--- src/rtl/usec_tmr_ctrl.sv ---
// Four-channel timer block driven by a shared, gated clock prescaler.
// Define USEC_TMR_RDBK_EN to add the rd_sel/rd_data current-count readback port.
module usec_tmr_ctrl #(
  parameter int WD = 10,
  parameter int TW = 16
) (
  input  logic          clk,
  input  logic          reset_n,
  input  logic [WD-1:0] cfg_max_cnt,
  input  logic [3:0]    cfg_tmr_en,
  input  logic [3:0]    cfg_tmr_periodic,
  input  logic          wr_req,
  input  logic [1:0]    wr_sel,
  input  logic [TW-1:0] wr_data,
  input  logic [3:0]    irq_clr,
`ifdef USEC_TMR_RDBK_EN
  input  logic [1:0]    rd_sel,
  output logic [TW-1:0] rd_data,
`endif
  output logic          tick_o,
  output logic [3:0]    tmr_irq,
  output logic [3:0]    tmr_busy
);

  typedef enum logic [1:0] {IDLE, RUN, DONE} state_e;

  state_e        state_q  [4];
  state_e        state_d  [4];
  logic [TW-1:0] count_q  [4];
  logic [TW-1:0] count_d  [4];
  logic [TW-1:0] reload_q [4];
  logic [TW-1:0] reload_d [4];
  logic [WD-1:0] pre_q, pre_d;
  logic          tick_q, tick_d;
  logic [3:0]    irq_q, irq_d;
  logic [3:0]    busy_q, busy_d;
  logic [3:0]    expire;

  // The >= compare lets a shrinking terminal value end the period at once.
  always_comb begin
    pre_d  = '0;
    tick_d = 1'b0;
    if (|busy_q) begin
      if (pre_q >= cfg_max_cnt) begin
        tick_d = 1'b1;
      end else begin
        pre_d = pre_q + WD'(1);
      end
    end
  end

  always_comb begin
    expire = '0;
    for (int i = 0; i < 4; i++) begin
      state_d[i]  = state_q[i];
      count_d[i]  = count_q[i];
      reload_d[i] = reload_q[i];
      irq_d[i]    = irq_q[i];
      if (!cfg_tmr_en[i]) begin
        state_d[i] = IDLE;
      end else if (wr_req && (wr_sel == 2'(i))) begin
        reload_d[i] = wr_data;
        count_d[i]  = wr_data;
        state_d[i]  = RUN;
      end else if ((state_q[i] == RUN) && tick_q) begin
        if (count_q[i] != '0) begin
          count_d[i] = count_q[i] - TW'(1);
        end else begin
          expire[i] = 1'b1;
          if (cfg_tmr_periodic[i]) begin
            count_d[i] = reload_q[i];
          end else begin
            state_d[i] = DONE;
          end
        end
      end else if ((state_q[i] == DONE) && irq_clr[i] && irq_q[i]) begin
        state_d[i] = IDLE;
      end
      // A same-cycle expiry wins over a clear request.
      if (expire[i]) begin
        irq_d[i] = 1'b1;
      end else if (irq_clr[i]) begin
        irq_d[i] = 1'b0;
      end
      busy_d[i] = (state_d[i] == RUN);
    end
  end

  always_ff @(posedge clk or negedge reset_n) begin
    if (!reset_n) begin
      pre_q  <= '0;
      tick_q <= 1'b0;
      irq_q  <= '0;
      busy_q <= '0;
      for (int i = 0; i < 4; i++) begin
        state_q[i]  <= IDLE;
        count_q[i]  <= '0;
        reload_q[i] <= '0;
      end
    end else begin
      pre_q  <= pre_d;
      tick_q <= tick_d;
      irq_q  <= irq_d;
      busy_q <= busy_d;
      for (int i = 0; i < 4; i++) begin
        state_q[i]  <= state_d[i];
        count_q[i]  <= count_d[i];
        reload_q[i] <= reload_d[i];
      end
    end
  end

  assign tick_o   = tick_q;
  assign tmr_irq  = irq_q;
  assign tmr_busy = busy_q;

`ifdef USEC_TMR_RDBK_EN
  assign rd_data = (state_q[rd_sel] == IDLE) ? '0 : count_q[rd_sel];
`endif

endmodule

--- config.mk ---
export PLATFORM = sky130hd
export DESIGN_NAME = usec_tmr_ctrl
export DESIGN_NICKNAME = d
export VERILOG_FILES = /design/src/rtl/usec_tmr_ctrl.sv
export SDC_FILE = /design/constraint.sdc
export NUM_CORES = 1
export LEC_CHECK = 0
export BUFFER_PORTS_ARGS = -buffer_cell sky130_fd_sc_hd__buf_2
export CAP_MARGIN = 5
export CORE_MARGIN = 3
export CORE_UTILIZATION = 40
export CTS_BUF_LIST = sky130_fd_sc_hd__clkbuf_16
export DETAILED_ROUTE_END_ITERATION = 6
export PLACE_DENSITY = 0.69
export SYNTH_ARGS = -nofsm -noshare
export SYNTH_HDL_FRONTEND = slang
export SYNTH_SLANG_ARGS = --single-unit
export TNS_END_PERCENT = 1
--- constraint.sdc ---
create_clock -name clk -period 2.55 [get_ports clk]
set_input_delay 0.51 -clock clk [delete_from_list [all_inputs] [get_ports clk]]
set_output_delay 0.51 -clock clk [all_outputs]
set_load 0.005 [all_outputs]
==> flow_summary.toml, run 1 <==
[clocking]
cts_setup_buffers = 0
clkTransAtPathRegs_ps = 60
cts_buffers = 17
htreeDepth = 4
clockBufferDepth = 2
cts_sinks = 155
hold_buffers = 0
cts.repair.resized = 0
tritoncts = "built"
insertion_delay_ps = 430
clockRootBuffer = "clkbuf_16"

[synth]
yosys_warnings = 0
synth_top_area_share = 0.4491
yosysTopAreaCell = "dfrtp_1"
ys_ff_latch = 155
syn_inst = 912
synth_area_um2 = 8636
ys_top_cells_by_area = "dfrtp_1, mux2_2, o21ai_0, a21oi_1, nand2_1"
async_flop_share = 1.000
ys_seq_area_frac = 0.4491
synth_top_flop_cell = "dfrtp_1"
avgSynthCellArea_um2 = 9.469
ys_types = 69
synthesis.nets = 970
synth_edf_count = 0

[setup_path]
cp.required_ps = 2860
arrival_ps = 2780
critPathKind = "reg -> reg"
rrSetupSlack_ps = 90
crit_path_max_fanout = 6
cp-end-kind = "register"
rr_worst_depth = 7
startpoint_type = "register"

[sta]
holdWs_ps = -3.900
final.min_clock_period_ps = 2464
worst_pin_slew_ps = 674.6
post-route-period-util = 0.9664
slew_violations = 0
finalHoldViolations = 4
maxSlewHeadroom = 0.5472
clock_skew_ps = 7.784
setup_violations = 0
rsz0062_at_grt = "true"
fmax_mhz = 405.8

[global_routing]
antenna_found_initial = 0
grt_pass1_wl_mm = 39.40
grt_pass1_vias = 7396
grt.overflow.total = 0
grtUsageTotal = 0.2063
grt_max_degree = 53

[hold_path]
hold_path.class = "in -> async"

[place]
dp_hpwl_mm = 16.27
place_inst = 1250
detailed_place.area_um2 = 9543
place_congestion = 0.9068
port_buffers = 51

[detailed_routing]
drt_iter0_markers = 667
ant_nets = 0
drt_wl_total_mm = 24.09
drc = 0
via_per_inst = 5.999
dr.pass1.iters = 5
vias = 7691
wl_per_cell_um = 18.79

[outcome]
violations = "negative hold slack"
outcome = "finished with violations"

[power_and_ir_drop]
power.leakage_nw = 4.267
powerDensity_nw_per_um2 = 739.9
finalPower_mw = 7.519
irDropWorstVdd_v = 0.0005120

[cells_and_area]
seq_area_um2 = 3879
area_growth_pct = 17.68
nNetsFinal = 1052
multi_input_area_um2 = 4454
final_layout_size_suffix_gt1_frac = 0.2244
diodes = 0
fill_cells = 1996
finalInstanceArea_um2 = 10160
stdcell_count = 1282

[floorplanning]
num_io_pins = 52
core_um2 = 21090
initial_utilization = 0.4095
rows = 53
die_y_um = 152.9
dieArea_um2 = 23390
die_w_um = 152.9

[job]
max_cap_violations = 0
## per-layer routing
layer / GRT usage / part of all wire / wire [µm] / up-vias
met5: 0 / 0 / 0 / -
met4: 0.05091 / 0.017 / 413 / 0
met3: 0.04162 / 0.064 / 1540 / 33
met2: 0.3197 / 0.45 / 10830 / 298
met1: 0.2986 / 0.47 / 11300 / 3751
li1: - / - / - / 3609
## sequential cells by signal, indices dropped and copies added (netlist names)
name and count:
count_q 64, reload_q 64, pre_q 10, state_q 8
tmr_busy 4, tmr_irq 4, tick_o 1
## where the power goes
part           leakage [nW]  internal [mW]  switching, mW  total [mW]
Clock                 0.267           1.44           1.08        2.52
Combinational          2.09          0.750          0.799        1.55
Sequential             1.91           2.96          0.494        3.45
## cell usage in the layout (no fill, tap or decap), types with 5 or more instances in the layout
master      synthesis  layout
nand3_1            15      15
a21oi_1            61      61
o21a_1              6       6
nand3b_1            7       7
o41ai_1             6       6
nor3_1             32      31
nor2_1             61      61
a22o_1              6       6
inv_1              39      40
o31ai_1            12      12
nor4b_1             6       6
o21ai_0            84      83
nand2_1            73      72
nor3b_1             6       5
clkinvlp_4          0       6
xor2_1              7       7
a211oi_1           20      20
ha_1               15      15
clkbuf_16           0      17
a31oi_1            12      12
mux2_2             63      63
o22ai_1            10       9
o31a_1              5       5
dfrtp_1           155     155
or4_1              10       8
a211o_1             5       5
and3_1              7       7
buf_2               5      50
or3_1              18      18
o2bb2ai_1           8       8
o211ai_1           16      16
buf_4               0      56
nor4_1             18      17
## per-stage QoR
stage | worst slack (ps) | utilization | TNS (ps)
6_report | 85.59 | 0.4819 | 0
5_1_grt | -25.56 | 0.4819 | -36.96
4_1_cts | 22.77 | 0.4798 | 0
3_5_place_dp | 35.18 | 0.4525 | 0
3_3_place_gp | 88.66 | 0.4525 | 0
2_1_floorplan | 13.39 | - | 0
## worst max-delay path, cell delays in order, from the launching register on
cell	delay [ps]
dfrtp_1	380
inv_1	60
ha_1	210
or4b_1	470
or4_4	600
or3_1	410
a21oi_1	160
nor2b_1	60
## synth_stat cells, drive strengths merged (8+ instances only)
cell	instances
a211oi	20
a21oi	61
a31oi	12
buf	10
clkbuf	39
dfrtp	155
ha	15
inv	39
mux2	63
nand2	73
nand3	15
nor2	61
nor3	33
nor4	18
o211ai	16
o21ai	87
o22ai	10
o2bb2ai	8
o31ai	12
or3	18
or4	11
## path summary, 6_finish.rpt
kind                               from      endpoint
setup / recovery            count_q[48]    state_q[6]
hold / removal                  reset_n   count_q[28]
setup reg to reg            count_q[48]    state_q[6]
hold reg to reg            reload_q[34]  reload_q[34]
max in group asynchronous       reset_n   reload_q[0]
min in group clk             irq_clr[1]    tmr_irq[1]
## layout make-up
| type | instances | area share |
|---|---|---|
| sequential | 155 | 0.3817 |
| tap | 275 | 0.03386 |
| timing repair buffer | 112 | 0.07523 |
| clock buffer | 17 | 0.04186 |
| clock inverter | 15 | 0.01465 |
| inverter | 39 | 0.01441 |
| multi-input combinational | 669 | 0.4383 |
## logic make-up after synthesis
kind of cell / share of synthesized area
compound gates: 0.2237
simple gates: 0.1702
flops: 0.4491
buf+inv: 0.04071
mux: 0.08331
fa+ha+maj: 0.02173
xor+xnor: 0.01116
No activity file was read; power rests on OpenSTA's default activity.
==> run 2: changes to the inputs <==
--- a/config.mk
+++ b/config.mk
@@ -7,6 +7,7 @@
 export LEC_CHECK = 0
 export BUFFER_PORTS_ARGS = -buffer_cell sky130_fd_sc_hd__buf_2
 export CAP_MARGIN = 5
+export CORE_ASPECT_RATIO = 0.6
 export CORE_MARGIN = 3
 export CORE_UTILIZATION = 40
 export CTS_BUF_LIST = sky130_fd_sc_hd__clkbuf_16
==> constraint.sdc (replaced) <==
create_clock -name clk -period 2.55 [get_ports clk]
set_input_delay 0.6375 -clock clk [delete_from_list [all_inputs] [get_ports clk]]
set_output_delay 0.6375 -clock clk [all_outputs]
set_load 0.005 [all_outputs]
==> flow_summary.toml, run 2 (synthesis gave the netlist of run 1 again) <==
[power_and_ir_drop]
finalPower_mw = 7.743
powerDensity_nw_per_um2 = 754.1
power.leakage_nw = 4.332
irDropWorstVdd_v = 0.0004698

[clocking]
clkTransAtPathRegs_ps = 60
cts_setup_buffers = 0
clockRootBuffer = "clkbuf_16"
cts_buffers = 17
tritoncts = "built"
cts_sinks = 155
htreeDepth = 4
insertion_delay_ps = 420
clockBufferDepth = 2

[detailed_routing]
drt_wl_total_mm = 25.38
drc = 0
wl_per_cell_um = 19.62
via_per_inst = 6.055
ant_nets = 0
dr.pass1.iters = 5
vias = 7829
drt_iter0_markers = 600

[setup_path]
arrival_ps = 2780
crit_path_max_fanout = 19
r2r_end = "count_q[39]"
cp-end-kind = "register"
rrSetupSlack_ps = 70
startpoint_type = "register"
reg2reg_from = "count_q[33]"
cp.required_ps = 2860
rr_worst_depth = 8
critPathKind = "reg -> reg"

[sta]
finalHoldViolations = 0
holdWs_ps = 117.2
final.min_clock_period_ps = 2477
worst_pin_slew_ps = 711.0
setup_tns_ps = 0
fmax_mhz = 403.8
rsz0062_at_grt = "false"
slew_violations = 0
post-route-period-util = 0.9712
setup_violations = 0
clock_skew_ps = 11.21
maxSlewHeadroom = 0.5228

[cells_and_area]
layout_common_cells = "dfrtp_1, o21ai_0, nand2_1"
final_layout_size_suffix_gt1_frac = 0.2316
final_common_cell = "dfrtp_1"
nNetsFinal = 1064
utilization = 0.4992
area_growth_pct = 18.91
reg_top3 = "count_q (64), reload_q (64), pre_q (10)"

[global_routing]
grt.overflow.total = 0
grt_use_met3 = 0.05752
grt_pass1_wl_mm = 40.48
grt_pass1_vias = 7256
grt_max_degree = 55
met1_usage = 0.3428
met2_usage = 0.2913
antenna_found_initial = 0
grt-busiest-layer = "met1"
grtUsageTotal = 0.2161

[floorplanning]
dieArea_um2 = 23450
core_um2 = 20570
die_y_um = 119.8
rows = 40
num_io_pins = 52
initial_utilization = 0.4198
die_w_um = 195.7

[place]
dp_hpwl_mm = 18.07
place_congestion = 0.9268
port_buffers = 51

[job]
max_cap_violations = 0

[outcome]
outcome = "finished, final reports clean"

[hold_path]
hold_path.class = "in -> async"
==> run 2: changes by cell type in the layout (fill, tap and decap cells not counted), sizes merged <==
cell,change
buf,+12
bufinv,+1
clkinv,+1
clkinvlp,-1
diode,+1
inv,-1
==> run 2: critical path: stages, from the launching register on <==
cell and delay, ps:
dfrtp_1 400, inv_1 70, ha_1 240, nor3b_1 160, buf_4 150, nand4_1 180, o21a_1 590, o21ai_0 230
a211o_1 330
==> run 2: routing by layer <==
metal / share of wire / routed length, µm
met1: 0.49 / 12480
met2: 0.40 / 10260
met3: 0.095 / 2408
met4: 0.0093 / 235
met5: 0 / 0
==> run 2: layout make-up <==
type / count / area [µm²]
multi-input combinational: 669 / 4453
clock buffer: 17 / 425.4
tap: 273 / 341.6
timing repair buffer: 124 / 847.1
inverter: 39 / 146.4
fill: 1898 / 10300
clock inverter: 15 / 173.9
antenna: 1 / 2.502
sequential: 155 / 3879
==> run 2: worst max path at each step <==
stage / slack (ps) / endpoint / start
2_1_floorplan: 10 / count_q[28] / count_q[16]
3_3_place_gp: 100 / count_q[55] / count_q[48]
3_5_place_dp: 50 / count_q[8] / count_q[0]
4_1_cts: 30 / state_q[6] / count_q[48]
5_1_grt: 10 / count_q[8] / count_q[1]
6_report: 70 / count_q[39] / count_q[33]
==> run 2: power by group <==
part / leakage (nW) / switching [mW] / internal (mW)
clock network: 0.275 / 1.08 / 1.54
registers: 1.91 / 0.463 / 2.96
logic: 2.15 / 0.887 / 0.817
==> run 2: repair_timing <==
item	in CTS	in global routing
gates resized for setup	0	10
hold buffers	0	0
setup endpoints to repair	0	32
==> run 2: stage by stage <==
stage / instances / area, µm² / worst slack [ps]
finish: 1293 / 10270 / 73.40
global route: 1292 / 10270 / 14.60
CTS: 1292 / 10230 / 34.29
detailed placement: 1260 / 9630 / 45.86
global placement: 1260 / 9630 / 101.9
floorplan: 912 / 8636 / 13.39
==> run 3: changes to the inputs <==
--- a/config.mk
+++ b/config.mk
@@ -12,6 +12,7 @@
 export CORE_UTILIZATION = 40
 export CTS_BUF_LIST = sky130_fd_sc_hd__clkbuf_16
 export DETAILED_ROUTE_END_ITERATION = 6
+export GPL_TIMING_DRIVEN = 0
 export PLACE_DENSITY = 0.69
 export SYNTH_ARGS = -nofsm -noshare
 export SYNTH_HDL_FRONTEND = slang
==> flow_summary.toml, run 3 (synthesis gave the netlist of run 1 again) <==
[outcome]
outcome = "finished with violations"
violations = "negative setup slack"

[detailed_routing]
ant_nets = 0
wl_met1_mm = 12.52
dr.pass1.iters = 5
dr_wl_met3_mm = 2.910
wl_per_cell_um = 20.63
drc = 0
drt_iter0_markers = 905
top_layer = "met4"
vias = 7918
via_per_inst = 6.254
drt_wl_total_mm = 26.12
met2WireLength_mm = 10.21

[job]
max_cap_violations = 0

[floorplanning]
rows = 40
core_um2 = 20570
initial_utilization = 0.4198
num_io_pins = 52
die_w_um = 195.7
dieArea_um2 = 23450
die_y_um = 119.8

[clocking]
cts_buffers = 17
clockBufferDepth = 2
htreeDepth = 4
tritoncts = "built"
clkTransAtPathRegs_ps = 70
cts_sinks = 155
hold_buffers = 0
insertion_delay_ps = 430
cts_setup_buffers = 0
clockRootBuffer = "clkbuf_16"

[sta]
setup_ws_ps = -52.56
post-route-period-util = 1.021
maxSlewHeadroom = 0.5267
worst_pin_slew_ps = 705.2
final.min_clock_period_ps = 2603
fmax_mhz = 384.2
holdWs_ps = 90.08
setup_violations = 11
rsz0062_at_grt = "true"
setup_tns_ps = -273.6
clock_skew_ps = 13.51
slew_violations = 0
finalHoldViolations = 0

[cells_and_area]
area_growth_pct = 16.59
finalInstanceArea_um2 = 10070
stdcell_count = 1266
final_layout_size_suffix_gt1_frac = 0.1954
final_common_cell = "dfrtp_1"
nNetsFinal = 1038
reg_top3 = "count_q (64), reload_q (64), pre_q (10)"
layout_common_cells = "dfrtp_1, o21ai_0, nand2_1"
utilization = 0.4895
diodes = 0

[global_routing]
grt_pass1_vias = 7347
antenna_found_initial = 2
grt_pass1_wl_mm = 41.70
grt.overflow.total = 0
grt_max_degree = 116
grtUsageTotal = 0.2241

[place]
dp_hpwl_mm = 18.28
pre_cts_ws_ps = -652.6
place_inst = 1234
place_congestion = 0.9722
port_buffers = 48
detailed_place.area_um2 = 9255

[power_and_ir_drop]
switching_share = 0.3124
powerDensity_nw_per_um2 = 764.4
combinationalPowerShare = 0.200
internal_power_mw = 5.292
p_clk_frac = 0.346
irDropWorstVdd_v = 0.0005353
p_switching_mw = 2.404
power.leakage_nw = 4.125
finalPower_mw = 7.697
p_seq_frac = 0.454

[setup_path]
arrival_ps = 2910
crit_path_max_fanout = 10
critPathKind = "reg -> reg"
startpoint_type = "register"
cp-end-kind = "register"
cp.required_ps = 2850

[hold_path]
hold_path.class = "in -> async"
## run 3: changes by cell type in the layout (fill, tap and decap cells not counted), moves of 3 or more
cell,before,now
buf_4,70,3
clkbuf_2,0,7
buf_1,0,3
inv_1,38,41
nor3_1,31,28
clkbuf_1,0,31
buf_12,3,0
## run 3: path summary, 6_finish.rpt
kind,startpoint,endpoint,slack (ps),cells past startpoint
worst max-delay path,count_q[16],count_q[23],-50,8
worst min-delay path,reset_n,tick_o,90,1
worst max register to register,count_q[16],count_q[23],-50,8
worst min register to register,reload_q[36],reload_q[36],500,1
max in group asynchronous,reset_n,count_q[48],1530,2
min in group clk,irq_clr[3],tmr_irq[3],410,2
## run 3: cell type report
type / count / area, µm²
Inverter: 39 / 146.4
Clock buffer: 17 / 425.4
Timing Repair Buffer: 49 / 277.8
Multi-Input combinational cell: 669 / 4579
Sequential cell: 155 / 3880
Buffer: 49 / 234.0
Tap cell: 273 / 341.6
Fill cell: 1864 / 10500
Clock inverter: 15 / 183.9
## run 3: routing by layer
metal	global-route usage	vias up
met2	0.2974	414
met3	0.07576	41
met1	0.3429	3885
met5	0	-
met4	0.05964	0
li1	-	3578
## run 3: timing repair
item | in CTS | in global routing
gates cloned | 0 | 0
setup endpoints to repair | 77 | 74
pin swaps | 3 | 7
resized for setup | 30 | 24
## run 3: power groups by stage
stage	clock network [mW]	logic (mW)	registers [mW]
floorplan	0	1.07	3.33
global placement	0	1.39	3.47
detailed placement	0	1.44	3.48
CTS	2.70	1.49	3.46
global route	2.81	1.72	3.56
finish	2.67	1.54	3.49
## run 3: worst max-delay path, cell delays in order, from the launching register on
cell     delay, ps
dfrtp_1        430
inv_2          100
ha_4           140
or4b_1         420
buf_4          170
or4_4          460
o311a_4        380
buf_6          160
o22a_1         200
